[src/rtl/alu_ctrl_pkg.sv]
// Shared definitions for the ALU internal-operation sequencer and the Ctrl decoder benches:
// op codes, FSM states, step codes and the four-bit active-low step encodings.
package alu_ctrl_pkg;

  localparam logic [2:0] OP_NOP  = 3'd0;
  localparam logic [2:0] OP_MOV  = 3'd1;
  localparam logic [2:0] OP_INC  = 3'd2;
  localparam logic [2:0] OP_DEC  = 3'd3;
  localparam logic [2:0] OP_ADDR = 3'd4;
  localparam logic [2:0] OP_PUSH = 3'd5;
  localparam logic [2:0] OP_POP  = 3'd6;
  localparam logic [2:0] OP_RSV  = 3'd7;

  typedef enum logic [1:0] {
    ST_IDLE  = 2'd0,
    ST_STEP1 = 2'd1,
    ST_STEP2 = 2'd2,
    ST_DONE  = 2'd3
  } state_e;

  typedef enum logic [2:0] {
    STEP_NORMAL = 3'd0,
    STEP_MOV    = 3'd1,
    STEP_INC    = 3'd2,
    STEP_DEC    = 3'd3,
    STEP_ADDR   = 3'd4
  } step_e;

  // Bit order {mov_n, addr_n, incdec_n, dec_n}.
  localparam logic [3:0] ENC_NORMAL = 4'b1111;
  localparam logic [3:0] ENC_MOV    = 4'b0111;
  localparam logic [3:0] ENC_INC    = 4'b0101;
  localparam logic [3:0] ENC_DEC    = 4'b0100;
  localparam logic [3:0] ENC_ADDR   = 4'b0011;

  function automatic step_e first_step(input logic [2:0] op);
    step_e s;
    s = STEP_NORMAL;
    unique case (op)
      OP_MOV:  s = STEP_MOV;
      OP_INC:  s = STEP_INC;
      OP_DEC:  s = STEP_DEC;
      OP_ADDR: s = STEP_ADDR;
      OP_PUSH: s = STEP_DEC;
      OP_POP:  s = STEP_MOV;
      default: s = STEP_NORMAL;
    endcase
    return s;
  endfunction

endpackage

[src/rtl/alu_internal_seq_if.sv]
// Request/mode bus between the instruction control unit (master) and the
// internal-operation sequencer (slave).
interface alu_internal_seq_if #(
  parameter int OP_W  = 3,
  parameter int REP_W = 4
);
  logic             start_valid;
  logic             start_ready;
  logic [OP_W-1:0]  op;
  logic [REP_W-1:0] rep;
  logic             stall;
  logic             abort;
  logic             internal_mov_n;
  logic             address_mode_n;
  logic             internal_inc_dec_n;
  logic             internal_dec_n;
  logic             busy;
  logic             done;
  logic             err;

  modport master (
    output start_valid, op, rep, stall, abort,
    input  start_ready, internal_mov_n, address_mode_n, internal_inc_dec_n,
           internal_dec_n, busy, done, err
  );

  modport slave (
    input  start_valid, op, rep, stall, abort,
    output start_ready, internal_mov_n, address_mode_n, internal_inc_dec_n,
           internal_dec_n, busy, done, err
  );
endinterface

[src/rtl/alu_step_enc.sv]
// Combinational map from a step code to the four active-low mode lines,
// in {mov_n, addr_n, incdec_n, dec_n} order.
module alu_step_enc
  import alu_ctrl_pkg::*;
(
  input  step_e      step,
  output logic [3:0] enc_n
);

  always_comb begin
    enc_n = ENC_NORMAL;
    unique case (step)
      STEP_MOV:  enc_n = ENC_MOV;
      STEP_INC:  enc_n = ENC_INC;
      STEP_DEC:  enc_n = ENC_DEC;
      STEP_ADDR: enc_n = ENC_ADDR;
      default:   enc_n = ENC_NORMAL;
    endcase
  end

endmodule

[src/rtl/alu_internal_seq.sv]
// Internal-operation micro-sequencer feeding the ALU Ctrl decoders with
// registered active-low mode lines and a one-cycle done/err pulse.
//
// state    | meaning
// ---------+-------------------------------------------------------------
// ST_IDLE  | waiting for a request; start_ready high unless stalled
// ST_STEP1 | first step of the op; INC/DEC repeat here while cnt != 0
// ST_STEP2 | second step for ADDR, PUSH and POP
// ST_DONE  | done (and err for reserved op) asserted, mode lines normal
module alu_internal_seq
  import alu_ctrl_pkg::*;
#(
  parameter int OP_W  = 3,
  parameter int REP_W = 4
) (
  input logic              clk,
  input logic              rst_n,
  alu_internal_seq_if.slave bus
);

  state_e           state_q, state_d;
  step_e            step_q, step_d;
  logic [REP_W-1:0] cnt_q, cnt_d;
  logic [OP_W-1:0]  op_q, op_d;
  logic [3:0]       out_n_q, out_n_d;
  logic             busy_q, busy_d;
  logic             done_q, done_d;
  logic             err_q, err_d;
  logic             accept;

  assign bus.start_ready = (state_q == ST_IDLE) && !bus.stall;
  assign accept          = bus.start_valid && bus.start_ready && !bus.abort;

  always_comb begin
    state_d = state_q;
    step_d  = step_q;
    cnt_d   = cnt_q;
    op_d    = op_q;
    if (bus.abort) begin
      state_d = ST_IDLE;
      step_d  = STEP_NORMAL;
      cnt_d   = '0;
    end else if (!bus.stall) begin
      unique case (state_q)
        ST_IDLE: begin
          if (accept) begin
            op_d  = bus.op;
            cnt_d = bus.rep;
            if (bus.op == OP_NOP || bus.op == OP_RSV) begin
              state_d = ST_DONE;
              step_d  = STEP_NORMAL;
            end else begin
              state_d = ST_STEP1;
              step_d  = first_step(bus.op);
            end
          end
        end
        ST_STEP1: begin
          unique case (op_q)
            // Exit test is on the pre-decrement value, so rep=max never wraps.
            OP_INC, OP_DEC: begin
              if (cnt_q != '0) begin
                cnt_d = cnt_q - REP_W'(1);
              end else begin
                state_d = ST_DONE;
                step_d  = STEP_NORMAL;
              end
            end
            OP_ADDR, OP_PUSH: begin
              state_d = ST_STEP2;
              step_d  = STEP_MOV;
            end
            OP_POP: begin
              state_d = ST_STEP2;
              step_d  = STEP_INC;
            end
            default: begin
              state_d = ST_DONE;
              step_d  = STEP_NORMAL;
            end
          endcase
        end
        ST_STEP2: begin
          state_d = ST_DONE;
          step_d  = STEP_NORMAL;
        end
        ST_DONE: begin
          state_d = ST_IDLE;
          step_d  = STEP_NORMAL;
        end
        default: begin
          state_d = ST_IDLE;
          step_d  = STEP_NORMAL;
        end
      endcase
    end
  end

  // Flags follow the next state, so a stalled DONE keeps done high.
  always_comb begin
    busy_d = (state_d != ST_IDLE);
    done_d = (state_d == ST_DONE);
    err_d  = done_d && (op_d == OP_RSV);
  end

  alu_step_enc u_step_enc (
    .step  (step_d),
    .enc_n (out_n_d)
  );

  always_ff @(posedge clk or negedge rst_n) begin
    if (!rst_n) begin
      state_q <= ST_IDLE;
      step_q  <= STEP_NORMAL;
      cnt_q   <= '0;
      op_q    <= '0;
      out_n_q <= ENC_NORMAL;
      busy_q  <= 1'b0;
      done_q  <= 1'b0;
      err_q   <= 1'b0;
    end else begin
      state_q <= state_d;
      step_q  <= step_d;
      cnt_q   <= cnt_d;
      op_q    <= op_d;
      out_n_q <= out_n_d;
      busy_q  <= busy_d;
      done_q  <= done_d;
      err_q   <= err_d;
    end
  end

  assign {bus.internal_mov_n, bus.address_mode_n,
          bus.internal_inc_dec_n, bus.internal_dec_n} = out_n_q;
  assign bus.busy = busy_q;
  assign bus.done = done_q;
  assign bus.err  = err_q;

endmodule

[src/flat_wrapper.sv]
// flat-port wrapper written by rule: the top's interface ports become plain ports
module alu_internal_seq_flat import alu_ctrl_pkg::*;
#(
  parameter int OP_W  = 3,
  parameter int REP_W = 4
)
  (clk, rst_n, bus_start_valid, bus_op, bus_rep, bus_stall, bus_abort, bus_start_ready, bus_internal_mov_n, bus_address_mode_n, bus_internal_inc_dec_n, bus_internal_dec_n, bus_busy, bus_done, bus_err);
  alu_internal_seq_if #(.OP_W(OP_W), .REP_W(REP_W)) bus_i ();
  input logic clk;
  input logic rst_n;
  input wire logic [$bits(bus_i.start_valid)-1:0] bus_start_valid;
  input wire logic [$bits(bus_i.op)-1:0] bus_op;
  input wire logic [$bits(bus_i.rep)-1:0] bus_rep;
  input wire logic [$bits(bus_i.stall)-1:0] bus_stall;
  input wire logic [$bits(bus_i.abort)-1:0] bus_abort;
  output wire logic [$bits(bus_i.start_ready)-1:0] bus_start_ready;
  output wire logic [$bits(bus_i.internal_mov_n)-1:0] bus_internal_mov_n;
  output wire logic [$bits(bus_i.address_mode_n)-1:0] bus_address_mode_n;
  output wire logic [$bits(bus_i.internal_inc_dec_n)-1:0] bus_internal_inc_dec_n;
  output wire logic [$bits(bus_i.internal_dec_n)-1:0] bus_internal_dec_n;
  output wire logic [$bits(bus_i.busy)-1:0] bus_busy;
  output wire logic [$bits(bus_i.done)-1:0] bus_done;
  output wire logic [$bits(bus_i.err)-1:0] bus_err;
  assign bus_i.start_valid = bus_start_valid;
  assign bus_i.op = bus_op;
  assign bus_i.rep = bus_rep;
  assign bus_i.stall = bus_stall;
  assign bus_i.abort = bus_abort;
  assign bus_start_ready = bus_i.start_ready;
  assign bus_internal_mov_n = bus_i.internal_mov_n;
  assign bus_address_mode_n = bus_i.address_mode_n;
  assign bus_internal_inc_dec_n = bus_i.internal_inc_dec_n;
  assign bus_internal_dec_n = bus_i.internal_dec_n;
  assign bus_busy = bus_i.busy;
  assign bus_done = bus_i.done;
  assign bus_err = bus_i.err;
  alu_internal_seq #(.OP_W(OP_W), .REP_W(REP_W)) u_core (.clk(clk), .rst_n(rst_n), .bus(bus_i));
endmodule
[config.mk]
export PLATFORM = sky130hd
export DESIGN_NAME = alu_internal_seq_flat
export DESIGN_NICKNAME = d
export VERILOG_FILES = /design/src/rtl/alu_ctrl_pkg.sv /design/src/rtl/alu_internal_seq_if.sv /design/src/rtl/alu_step_enc.sv /design/src/rtl/alu_internal_seq.sv /design/src/flat_wrapper.sv
export SDC_FILE = /design/constraint.sdc
export NUM_CORES = 1
export LEC_CHECK = 0
export BUFFER_PORTS_ARGS = -buffer_cell sky130_fd_sc_hd__buf_2
export CORE_ASPECT_RATIO = 0.9
export CORE_MARGIN = 1
export CORE_UTILIZATION = 42
export DETAILED_ROUTE_END_ITERATION = 10
export PLACE_DENSITY = 0.59
export SYNTH_ARGS = -nofsm -noshare
export SYNTH_HDL_FRONTEND = slang
export SYNTH_SLANG_ARGS = --single-unit
[constraint.sdc]
create_clock -name clk -period 2.5 [get_ports clk]
set_input_delay 0.5 -clock clk [delete_from_list [all_inputs] [get_ports clk]]
set_output_delay 0.5 -clock clk [all_outputs]
set_load 0.02 [all_outputs]
==> results.txt <==
- WL/cell: approximately 15 µm
* Worst reg2reg path endpoint: u_core.out_n_q[0]
- Worst path max stage delay: 420 ps
- Summing all flip-flop and latch instances after layout gives 480 µm².
* Reg-to-reg slack, setup: 610 ps
* First-pass GRT wire length: around 4000 µm
- Data on the critical path is required at its endpoint by 2720 ps.
* Highest-count cells in the layout ignoring fill and taps: sky130_fd_sc_hd__buf_2 (19), sky130_fd_sc_hd__dfrtp_1 (15), sky130_fd_sc_hd__inv_1 (11)
- The initial utilization of the core area, before any placement, comes to 0.460.
- Area of the multi-input gates: 607 µm²
* Detailed-routing wirelength on met1: 1160 µm
- Clock tree synthesis selected as its root buffer the cell sky130_fd_sc_hd__clkbuf_4.
- Class of the most critical setup path: flop to flop
* Share of the synthesized netlist area taken by xor and xnor gates: 0.00753
- Adder-Cell Fraction of Synth Area: 0.0215
- The final reports fail on design-rule violations.
- Counting flops with an async set or reset pin after synthesis yields a share of 1.00.
* TritonCTS clock tree: yes
- The core region is 0.00253 mm².
- The share of the Yosys chip area taken by registers is 0.413.
* Synthesized Nets: 128
* R2r startpoint: u_core.cnt_q[0]
- 20 I/O pins were placed.
- Synthesis Warnings: 0
- CTS clock-pin slew for the worst setup and hold paths: 110 ps
* Post_cts resized: 0
- Final min period: about 1900 ps
- Detailed-routed wire length on met3: between 90 and 100 µm
* Gr usage total: 0.176
- Measured against its own limit, the worst slew margin works out to 0.693.
- The floorplan has 17 rows.
- After detailed routing, the number of remaining DRC violations is 2.
* Worst-skew pair later-pin latency: between 200 and 300 ps
* Overall power: between 700 and 800 µW
- Post-route antenna net violation count: 0
- Counting every instance in the synthesized netlist gives between 100 and 150.
* Type of destination of the critical path: flop
* # nets final: about 150
- Most frequent standard cell in the layout excluding fill and tap cells: sky130_fd_sc_hd__buf_2
- Buffers placed on the I/O ports in this run total 19.
- For this design, the CTS-stage hold fixing added 0 buffers.
- Per-cell via count in the routed design: 5.67
- Top sig layer: met4
* Setup Fix Bufs, Post-CTS: 0
* Synthesized area divided by synthesized cell count: roughly 10 µm²
- On the final layout, the worst clock skew is around 5.5 ps.
- In the detailed route, the total length drawn on met2 is between 1000 and 1500 µm.
* List of cells traversed by the critical path: inv_1 -> ha_1 -> nor3b_2 -> o21ai_1 -> o2111ai_1 -> a31oi_2 -> or3_1
* Max-cap check violation count: 0
* Ratio of final minimum period to clock period: 0.756
* DRT Pass-1 Iters: 7
- After the first detailed-routing iteration, the DRC count stood at 18.
- Overflow left after global routing: 0
- Deepest level of the CTS H-tree: 1
- Die Y: between 50 and 60 µm
- Buffers inserted during clock tree synthesis total 3.
- Worst-case clock buffer depth: 2
- Clock tree sinks: 19
- Setup repair after global routing missed its margin: no
* Largest net degree at the start of global routing: 20
- VDD sags by at most 0.000279 V.
- For the worst flop-to-flop path, the logic depth is 7.
- Half-perimeter wire length after detailed placement: 1720 µm
- Routed via count: around 910
- For this block, the routed nets add up to roughly 2300 µm of wire.
* Post-synthesis simple-gate area fraction: 0.243
- By area, the combinational part of the netlist is dominated by simple AND/OR/NAND/NOR gates.
* Cell with the biggest individual delay on the critical path: sky130_fd_sc_hd__dfrtp_1
- Class of the most critical hold timing path: input pin to async pin
* Status: finished, violations left
- Worst setup SP type: flop
* Number of max-slew violations in the final report: 0
- The compound-cell area share of the yosys netlist was 0.220.
- Netlist area before placement: between 0.001 and 0.0015 mm²
* Number of global-route vias before repair: roughly 860
- Relative area change from synthesis to final layout: 10.4%
* Initial antenna violation count: 0
- Final estimated routing congestion in global placement: approximately 0.8
* Worst Tran Pin Value: between 400 and 500 ps
- Counting the fill cells in the layout gives 248.
- Crit Path Max Fanout: 4
* Setup tns final: 0 ps
* Flops & latches, synth: 19
- 0 antenna diodes ended up in the layout.
* Total setup violations reported at the end of the flow: 0
* Horizontal extent of the die: 57.5 µm
- After synthesis, the netlist uses 50 different library cells.
* Portion of netlist area occupied by mux cells: 0.0290
- Yosys mapped a number of flops with a built-in enable equal to 0.
- In the final layout, the share of cells above drive strength 1 is 0.318.
* Cell area power density: about 550 mW/mm²
- Data arrives at the worst endpoint at ~2100 ps.
- The count of endpoints failing hold in the final timing report was 0.
- Critical path origin: u_core.cnt_q[0]
* Die Area: between 0.002 and 0.003 mm²
- Highest attainable clock frequency: roughly 0.53 GHz
* Most frequently used flop master after synthesis: sky130_fd_sc_hd__dfrtp_1
- Static Leak: approximately 0.56 nW
-- report_power, final --
part           internal, mW  switching, mW
Sequential            0.339         0.0387
Combinational        0.0761          0.102
Clock                0.0621         0.0909
Total                 0.477          0.232
-- through the flow --
stage	cell area, µm²	setup slack (ps)	utilization	hold slack [ps]	instances
2_1_floorplan	1160	794	-	204	114
3_3_place_gp	1260	607	0.497	462	156
3_5_place_dp	1260	609	0.497	465	156
4_1_cts	1280	620	0.508	124	160
5_1_grt	1280	413	0.508	141	160
6_report	1280	611	0.508	120	160
-- Yosys cell counts, types with 2 or more instances --
| library cell | count | area, µm² |
|---|---|---|
| sky130_fd_sc_hd__nor3_1 | 4 | 20.0 |
| sky130_fd_sc_hd__nand4_1 | 2 | 12.5 |
| sky130_fd_sc_hd__o21ai_0 | 5 | 25.0 |
| sky130_fd_sc_hd__o21ai_1 | 2 | 10.0 |
| sky130_fd_sc_hd__inv_1 | 11 | 41.3 |
| sky130_fd_sc_hd__or3_1 | 2 | 12.5 |
| sky130_fd_sc_hd__a211oi_1 | 2 | 15.0 |
| sky130_fd_sc_hd__or2_1 | 2 | 12.5 |
| sky130_fd_sc_hd__dfstp_2 | 4 | 105 |
| sky130_fd_sc_hd__nand2b_2 | 2 | 17.5 |
| sky130_fd_sc_hd__buf_6 | 2 | 22.5 |
| sky130_fd_sc_hd__dfrtp_1 | 15 | 375 |
| sky130_fd_sc_hd__ha_1 | 2 | 25.0 |
| sky130_fd_sc_hd__nand3_1 | 3 | 15.0 |
| sky130_fd_sc_hd__mux2_2 | 2 | 22.5 |
| sky130_fd_sc_hd__a21oi_1 | 6 | 30.0 |
| sky130_fd_sc_hd__nand3b_1 | 4 | 30.0 |
| sky130_fd_sc_hd__nand2_1 | 6 | 22.5 |
| sky130_fd_sc_hd__nor3b_2 | 2 | 25.0 |
| sky130_fd_sc_hd__nor2_1 | 6 | 22.5 |
-- registers in the layout, summed over array words and instances, names as in the netlist --
signal	count
u_core.cnt_q	4
u_core.out_n_q	4
u_core.op_q	3
u_core.step_q	3
u_core.state_q	2
u_core.bus.busy	1
u_core.bus.done	1
u_core.bus.err	1
-- critical path, delay by kind of cell (launching register included) --
kind / cells / cell delay, ps
and+or+nand+nor: 2 / 640
DFF: 1 / 420
buffers and inverters: 1 / 90
adders and majority gates: 1 / 150
AOI/OAI and AO/OA: 3 / 500
-- cells by family (layout without fill, tap and decap cells) --
kind of cell / Yosys count / in the layout
xor gates and xnor gates: 1 / 1
adders and majority gates: 2 / 2
DFF: 19 / 19
buffers and inverters: 16 / 34
AOI/OAI and AO/OA: 31 / 31
muxes: 3 / 3
and+or+nand+nor: 42 / 42
-- cell type report --
cell class / instances / area share
Clock buffer: 4 / 0.0204
Inverter: 11 / 0.0321
Multi-Input combinational cell: 79 / 0.472
Sequential cell: 19 / 0.374
Tap cell: 28 / 0.0273
Timing Repair Buffer: 19 / 0.0740
-- worst max path at each step --
| stage | end | cells after the start |
|---|---|---|
| 3_3_place_gp | u_core.out_n_q[0] | 5 |
| 3_5_place_dp | u_core.out_n_q[0] | 5 |
| 2_1_floorplan | u_core.out_n_q[0] | 5 |
| 4_1_cts | u_core.out_n_q[0] | 7 |
| 5_1_grt | u_core.out_n_q[0] | 7 |
| 6_report | u_core.out_n_q[0] | 7 |
-- layer usage --
metal	GRT usage	up-vias
li1	-	455
met1	0.247	429
met2	0.271	21
met3	0.0398	2
met4	0.0488	0
met5	0	-
Power figures use the tool's default switching activity.
